## config.mk

```make
export PLATFORM = sky130hd
export DESIGN_NAME = apu_reg_loader
export DESIGN_NICKNAME = d
export VERILOG_FILES = /design/src/rtl/apu_pkg.sv /design/src/rtl/uart_rx.sv /design/src/rtl/apu_reg_loader.sv
export SDC_FILE = /design/constraint.sdc
export NUM_CORES = 1
export LEC_CHECK = 0
export CAP_MARGIN = 20
export CORE_MARGIN = 10
export CORE_UTILIZATION = 45
export CTS_BUF_LIST = sky130_fd_sc_hd__clkbuf_16
export DETAILED_ROUTE_END_ITERATION = 12
export PLACE_DENSITY = 0.68
export SLEW_MARGIN = 20
export SYNTH_ARGS = -nofsm -noshare
export SYNTH_HDL_FRONTEND = slang
export SYNTH_SLANG_ARGS = --single-unit
```

## constraint.sdc

```tcl
create_clock -name clk -period 7.1 [get_ports clk]
set_clock_uncertainty 0.15 [all_clocks]
set_input_delay 0.71 -clock clk [delete_from_list [all_inputs] [get_ports clk]]
set_output_delay 0.71 -clock clk [all_outputs]
set_load 0.02 [all_outputs]
```

## src/rtl/apu_pkg.sv

```systemverilog
`default_nettype none
// +-----------------------------------------------------------------+
// | Module  : apu_pkg                                               |
// | Purpose : shared types and constants for the pulse-register     |
// |           serial loader (receiver/parser states, addresses).    |
// | Revision: 1.0                                                   |
// +-----------------------------------------------------------------+
package apu_pkg;

  localparam int APU_NUM_PULSE_REGS = 8;

  localparam logic [2:0] ADDR_P1_DUTY  = 3'd0;
  localparam logic [2:0] ADDR_P1_SWEEP = 3'd1;
  localparam logic [2:0] ADDR_P1_LO    = 3'd2;
  localparam logic [2:0] ADDR_P1_HI    = 3'd3;
  localparam logic [2:0] ADDR_P2_DUTY  = 3'd4;
  localparam logic [2:0] ADDR_P2_SWEEP = 3'd5;
  localparam logic [2:0] ADDR_P2_LO    = 3'd6;
  localparam logic [2:0] ADDR_P2_HI    = 3'd7;

  typedef enum logic [2:0] {
    RX_IDLE   = 3'd0,
    RX_START  = 3'd1,
    RX_DATA   = 3'd2,
    RX_PARITY = 3'd3,
    RX_STOP   = 3'd4
  } rx_state_t;

  typedef enum logic [0:0] {
    PS_ADDR = 1'b0,
    PS_DATA = 1'b1
  } parse_state_t;

  function automatic logic is_pulse_addr(input logic [7:0] b);
    return b < 8'(APU_NUM_PULSE_REGS);
  endfunction

endpackage
`default_nettype wire

```

## src/rtl/uart_rx.sv

```systemverilog
`default_nettype none
// +-----------------------------------------------------------------+
// | Module  : uart_rx                                               |
// | Purpose : 8N1 UART receiver with 2-flop synchronizer; optional  |
// |           even parity bit when RX_PARITY_EN is defined.         |
// | Revision: 1.0                                                   |
// +-----------------------------------------------------------------+
module uart_rx
  import apu_pkg::*;
#(
  parameter int BAUD_DIV = 104
) (
  input  logic       clk,
  input  logic       rst,
  input  logic       rx,
  output logic       byte_vld,
  output logic [7:0] rx_byte,
  output logic       frame_err,
  output logic       start_det
);

  localparam int c_CNT_W = $clog2(BAUD_DIV);
  // Edge detection costs one registered cycle, so the half-bit wait is shortened by it.
  localparam logic [c_CNT_W-1:0] c_HALF = c_CNT_W'(BAUD_DIV / 2 - 2);
  localparam logic [c_CNT_W-1:0] c_FULL = c_CNT_W'(BAUD_DIV - 1);

  // [0],[1] synchronize; [2] holds the previous synchronized value. Reset low so
  // the line must be seen high before a falling edge is accepted.
  logic [2:0]         r_sync;
  logic               w_rx;
  logic               w_fall;
  logic               w_par_err;

  rx_state_t          r_state;
  logic [c_CNT_W-1:0] r_cnt;
  logic [2:0]         r_bit;
  logic [7:0]         r_shift;

  assign w_rx   = r_sync[1];
  assign w_fall = r_sync[2] & ~r_sync[1];

  always_ff @(posedge clk or posedge rst) begin
    if (rst) r_sync <= '0;
    else     r_sync <= {r_sync[1:0], rx};
  end

`ifdef RX_PARITY_EN
  logic r_par_err;
  assign w_par_err = r_par_err;
`else
  assign w_par_err = 1'b0;
`endif

  always_ff @(posedge clk or posedge rst) begin
    if (rst) begin
      r_state   <= RX_IDLE;
      r_cnt     <= '0;
      r_bit     <= '0;
      r_shift   <= '0;
      rx_byte   <= '0;
      byte_vld  <= 1'b0;
      frame_err <= 1'b0;
      start_det <= 1'b0;
`ifdef RX_PARITY_EN
      r_par_err <= 1'b0;
`endif
    end else begin
      byte_vld  <= 1'b0;
      frame_err <= 1'b0;
      start_det <= 1'b0;
      case (r_state)
        RX_IDLE: begin
          if (w_fall) begin
            r_state   <= RX_START;
            r_cnt     <= c_HALF;
            start_det <= 1'b1;
          end
        end
        RX_START: begin
          if (r_cnt == '0) begin
            if (w_rx) begin
              r_state <= RX_IDLE;
            end else begin
              r_state <= RX_DATA;
              r_cnt   <= c_FULL;
              r_bit   <= '0;
            end
          end else begin
            r_cnt <= r_cnt - c_CNT_W'(1);
          end
        end
        RX_DATA: begin
          if (r_cnt == '0) begin
            r_shift <= {w_rx, r_shift[7:1]};
            r_cnt   <= c_FULL;
            r_bit   <= r_bit + 3'd1;
            if (r_bit == 3'd7) begin
`ifdef RX_PARITY_EN
              r_state <= RX_PARITY;
`else
              r_state <= RX_STOP;
`endif
            end
          end else begin
            r_cnt <= r_cnt - c_CNT_W'(1);
          end
        end
`ifdef RX_PARITY_EN
        RX_PARITY: begin
          if (r_cnt == '0) begin
            r_par_err <= ^{w_rx, r_shift};
            r_cnt     <= c_FULL;
            r_state   <= RX_STOP;
          end else begin
            r_cnt <= r_cnt - c_CNT_W'(1);
          end
        end
`endif
        RX_STOP: begin
          if (r_cnt == '0) begin
            r_state <= RX_IDLE;
            if (w_rx && !w_par_err) begin
              byte_vld <= 1'b1;
              rx_byte  <= r_shift;
            end else begin
              frame_err <= 1'b1;
            end
          end else begin
            r_cnt <= r_cnt - c_CNT_W'(1);
          end
        end
        default: r_state <= RX_IDLE;
      endcase
    end
  end

endmodule
`default_nettype wire

```

## src/rtl/apu_reg_loader.sv

```systemverilog
`default_nettype none
// +-----------------------------------------------------------------+
// | Module  : apu_reg_loader                                        |
// | Purpose : UART (address,data) frame parser and the eight pulse  |
// |           channel register bytes. RX_PARITY_EN adds even parity.|
// | Revision: 1.0                                                   |
// +-----------------------------------------------------------------+
module apu_reg_loader
  import apu_pkg::*;
#(
  parameter int BAUD_DIV     = 104,
  parameter int TIMEOUT_BITS = 20
) (
  input  logic        clk,
  input  logic        rst,
  input  logic        rx,
  output logic [31:0] p1_regs,
  output logic [31:0] p2_regs,
  output logic        wr_stb,
  output logic [2:0]  wr_addr,
  output logic        frame_err
);

  localparam int c_TO_CYCLES = TIMEOUT_BITS * BAUD_DIV;
  localparam int c_TO_W      = $clog2(c_TO_CYCLES + 1);
  localparam logic [c_TO_W-1:0] c_TO_LAST = c_TO_W'(c_TO_CYCLES - 1);

  logic              w_byte_vld;
  logic [7:0]        w_byte;
  logic              w_frame_err;
  logic              w_start_det;

  parse_state_t      r_pstate;
  logic [2:0]        r_addr;
  logic [c_TO_W-1:0] r_to_cnt;
  logic [7:0]        r_regs [APU_NUM_PULSE_REGS];

  uart_rx #(
    .BAUD_DIV(BAUD_DIV)
  ) u_uart_rx (
    .clk      (clk),
    .rst      (rst),
    .rx       (rx),
    .byte_vld (w_byte_vld),
    .rx_byte  (w_byte),
    .frame_err(w_frame_err),
    .start_det(w_start_det)
  );

  assign frame_err = w_frame_err;
  assign p1_regs   = {r_regs[ADDR_P1_HI], r_regs[ADDR_P1_LO], r_regs[ADDR_P1_SWEEP], r_regs[ADDR_P1_DUTY]};
  assign p2_regs   = {r_regs[ADDR_P2_HI], r_regs[ADDR_P2_LO], r_regs[ADDR_P2_SWEEP], r_regs[ADDR_P2_DUTY]};

  always_ff @(posedge clk or posedge rst) begin
    if (rst) begin
      r_pstate <= PS_ADDR;
      r_addr   <= '0;
      r_to_cnt <= '0;
      wr_stb   <= 1'b0;
      wr_addr  <= '0;
      for (int i = 0; i < APU_NUM_PULSE_REGS; i++) r_regs[i] <= '0;
    end else begin
      wr_stb <= 1'b0;
      if (w_frame_err) begin
        r_pstate <= PS_ADDR;
        r_to_cnt <= '0;
      end else if (w_byte_vld) begin
        r_to_cnt <= '0;
        if (r_pstate == PS_ADDR) begin
          if (is_pulse_addr(w_byte)) begin
            r_addr   <= w_byte[2:0];
            r_pstate <= PS_DATA;
          end
        end else begin
          r_regs[r_addr] <= w_byte;
          wr_addr        <= r_addr;
          wr_stb         <= 1'b1;
          r_pstate       <= PS_ADDR;
        end
      end else if (r_pstate == PS_DATA) begin
        // A new start bit beats a simultaneous expiry.
        if (w_start_det) begin
          r_to_cnt <= '0;
        end else if (r_to_cnt == c_TO_LAST) begin
          r_pstate <= PS_ADDR;
          r_to_cnt <= '0;
        end else begin
          r_to_cnt <= r_to_cnt + c_TO_W'(1);
        end
      end
    end
  end

endmodule
`default_nettype wire

```

==> metrics.md <==
| Metric | Value |
|---|---|
| Critical-path top delay cell | a211oi_2 |
| Layout Nets | between 400 and 500 |
| Die Span X | ~130 um |
| Syn_area_per_cell | ~13 sq um |
| Delay-heaviest family, CP | simple AND/OR/NAND/NOR gates |
| R2R Setup Slk | about 4500 ps |
| Num CTS Buffers | 17 |
| RePlAce Congestion | ~0.8 |
| Later-pin clock latency in the skew report | roughly 420 ps |
| Final WS setup | 4539 ps |
| Antenna cells | 0 |
| Initial core utilization | between 40% and 50% |
| Final setup vio count | 0 |
| Initial drt markers | between 150 and 200 |
| H-tree Lvls | 4 |
| Post-synth top flop | dfrtp_1 |
| Worst path required time | a little over 7000 ps |
| Hold path endpoint | u_uart_rx.r_sync[1]$_DFF_PP0_ |
| R2r startpoint | u_uart_rx.r_cnt[0]$_DFFE_PP0P_ |
| Syn nets | between 300 and 400 |
| Post-Synthesis Cells | approximately 380 |
| Fin crit share | between 30% and 40% |
| RSZ-0062 raised after global routing | no |
| DR WL/cell | roughly 18 um |
| Commonest cells after routing, fill and taps aside | 119 x dfrtp_1, 85 x mux2_2, 71 x clkdlybuf4s50_1 |
| Status | complete, no violations |
| Synth Register Bits | 119 |
| Tot Pwr | 1.822 mW |
| Ports | approximately 70 |
| Worst Hold Depth | 0 |
| Final instance area | around 6500 sq um |
| First-pass GRT wire length | between 15 and 20 mm |
| Min-Delay Path Class | flop to flop |
| Routed via count | approximately 3,200 |
| Vias per cell | ~5.3 |
| Leakage Power | roughly 3.1 nW |
| Slew margin rel. | between 40% and 50% |
| Vias in the first global route | between 3,000 and 4,000 |
| Ranking of synthesized cells by area | dfrtp_1 59%, mux2_2 19%, nand2_1 1.6%, nand3_1 1.3%, nor2_1 1.3% |
| Crit Path Category | flop to flop |
| GRT Util Overall | between 10% and 20% |
| Worst Path Max Fanout | 14 |
| Cts hold-fix bufs | 0 |
| Cells along the critical path | inv_1 -> ha_1 -> nor3b_2 -> nand2_2 -> a211oi_2 -> nor3_1 -> or3b_1 |
| Synth top area share | between 50% and 60% |
| Clock Sinks | about 120 |
| Synth warn | 0 |
| Post-route DRC | 0 |
| Vert. Die Dim | 125.6 um |
| Post-route ant nets | 0 |
| Row count | 38 |
| Capturing point of the worst reg2reg path | u_uart_rx.r_cnt[5]$_DFFE_PP0P_ |
| Setup crit end kind | flop |
| Seq/Total Area, Yosys | between 50% and 60% |
| Setup WS pre-CTS | 4456 ps |
| Post-synth EDFFs | 0 |
| Hold Slack | between 200 and 250 ps |
| Clock transition at path regs | 60 ps |
| DRT Wirelength | 10.93 mm |
| Slew Viols, Final | 0 |
| Ys async rst share | between 90% and 100% |
| Synth area leader | dfrtp_1 |
| Largest net degree at the start of global routing | 69 |
| Min-delay src | u_uart_rx.r_sync[0]$_DFF_PP0_ |
| FF-to-FF path depth | 7 |
| Fraction of layout cells with a size suffix above 1 | approximately 29% |
| CTS root buf | clkbuf_16 |
| Commonest non-fill, non-tap cell in the layout | dfrtp_1 |
| Buf/Inv on CP | 1 |
| Setup TNS | 0 ps |
| Layout fillers | 855 |
| IO buf count | 71 |
| Clock buffer depth | 2 |
| Peak supply drop | between 0.1 and 0.15 mV |
| Post-CTS Setup Repair Bufs | 0 |
| Worst slew pin tran | slightly above 800 ps |
| Layout area overhead | 28.93% |
| Core Box Area | roughly 11,000 sq um |
| Synth Cell Area | between 5000 and 6000 sq um |
| Fmax | about 0.39 GHz |
| Data arrival, critical path | 2700 ps |
| Count of different cell masters after synthesis | 55 |
| CTS tree | done |
| Fin. Hold Viols | 0 |
| Die ar. | approximately 16,000 sq um |
| Initial antenna violation count | 0 |
| DR pass1 iterations | 4 |
| Max cap viols | 0 |
| Placed cell area | a little under 6000 sq um |
| Total congestion overflow | 0 |
| Fin crit period | between 2000 and 3000 ps |
| CP startpoint kind | flop |
| CP peak stage delay | roughly 710 ps |
| PwrDens | about 280 nW/um^2 |
| Hpwl dp | 7.416 mm |
| Cts repair resizes | 0 |
power by group:
part | switching [mW] | internal (mW)
clock | 0.324 | 0.596
combinational | 0.0952 | 0.0674
sequential | 0.0362 | 0.703
total | 0.456 | 1.37
cell families after synthesis:
logic type	Yosys count	share of synthesized area [%]
AOI/OAI and AO/OA	33	4.511
xor gates and xnor gates	10	1.744
adders and majority gates	5	1.246
buffers and inverters	28	2.517
DFF	119	59.31
muxes	86	19.26
and+or+nand+nor	96	11.41
worst max-delay path by stage:
stage / start / endpoint / cells past startpoint
6_report: u_uart_rx.r_cnt[0]$_DFFE_PP0P_ / u_uart_rx.r_cnt[5]$_DFFE_PP0P_ / 7
5_1_grt: u_uart_rx.r_cnt[0]$_DFFE_PP0P_ / u_uart_rx.r_cnt[5]$_DFFE_PP0P_ / 7
4_1_cts: u_uart_rx.r_cnt[0]$_DFFE_PP0P_ / u_uart_rx.r_cnt[5]$_DFFE_PP0P_ / 7
3_5_place_dp: rst / r_to_cnt[8]$_DFFE_PP0P_ / 3
3_3_place_gp: rst / r_to_cnt[7]$_DFFE_PP0P_ / 3
2_1_floorplan: rst / p1_regs[0]$_DFFE_PP0P_ / 1
area by class of cell:
class	count	area, sq um	share of cell area [%]
clock buffer	17	425.4	6.571
clock inverter	15	215.2	3.324
inverter	10	45.04	0.6958
multi-input combinational	230	1917	29.61
sequential	119	2978	46.00
tap	140	175.2	2.706
timing repair buffer	72	718.2	11.09
per-layer routing:
metal	up-vias	track usage, %	wire [um]
li1	1497	-	-
met1	1640	16.34	4648
met3	9	5.747	531
met4	0	4.675	96
met5	-	0	0
met2	53	24.13	5656
worst reg2reg max path, cell delays in order (launching register included):
cell and delay, ps:
dfrtp_1 400, inv_1 120, ha_1 160, nor3b_2 260, nand2_2 180, a211oi_2 710, nor3_1 100, or3b_1 360
state kept, by name, summed over array words and instances, names as in the netlist:
| name | cells |
|---|---|
| u_uart_rx.start_det | 1 |
| p1_regs | 32 |
| r_to_cnt | 12 |
| r_pstate | 1 |
| u_uart_rx.byte_vld | 1 |
| u_uart_rx.r_bit | 3 |
| u_uart_rx.r_cnt | 7 |
| u_uart_rx.r_state | 3 |
| u_uart_rx.r_shift | 8 |
| wr_addr | 3 |
| wr_stb | 1 |
| u_uart_rx.r_sync | 3 |
| r_addr | 3 |
| u_uart_rx.rx_byte | 8 |
| u_uart_rx.frame_err | 1 |
| p2_regs | 32 |
cell usage after synthesis (3+ instances only):
master	n
buf_1	3
ha_1	5
nand2_1	21
o21ai_0	10
nor3b_1	3
nor2_1	17
mux2_2	85
and3_1	3
xnor2_1	3
nor3_1	8
dfrtp_1	119
a21oi_1	9
or3_1	3
inv_1	9
nand3_1	13
clkbuf_1	9
nand4_1	4
xor2_1	7
metrics by stage:
stage | util (%) | instances
2_1_floorplan | - | 377
3_3_place_gp | 53.57 | 571
3_5_place_dp | 53.57 | 571
4_1_cts | 59.46 | 603
5_1_grt | 59.46 | 603
6_report | 59.46 | 603
Power figures use the tool's default switching activity.
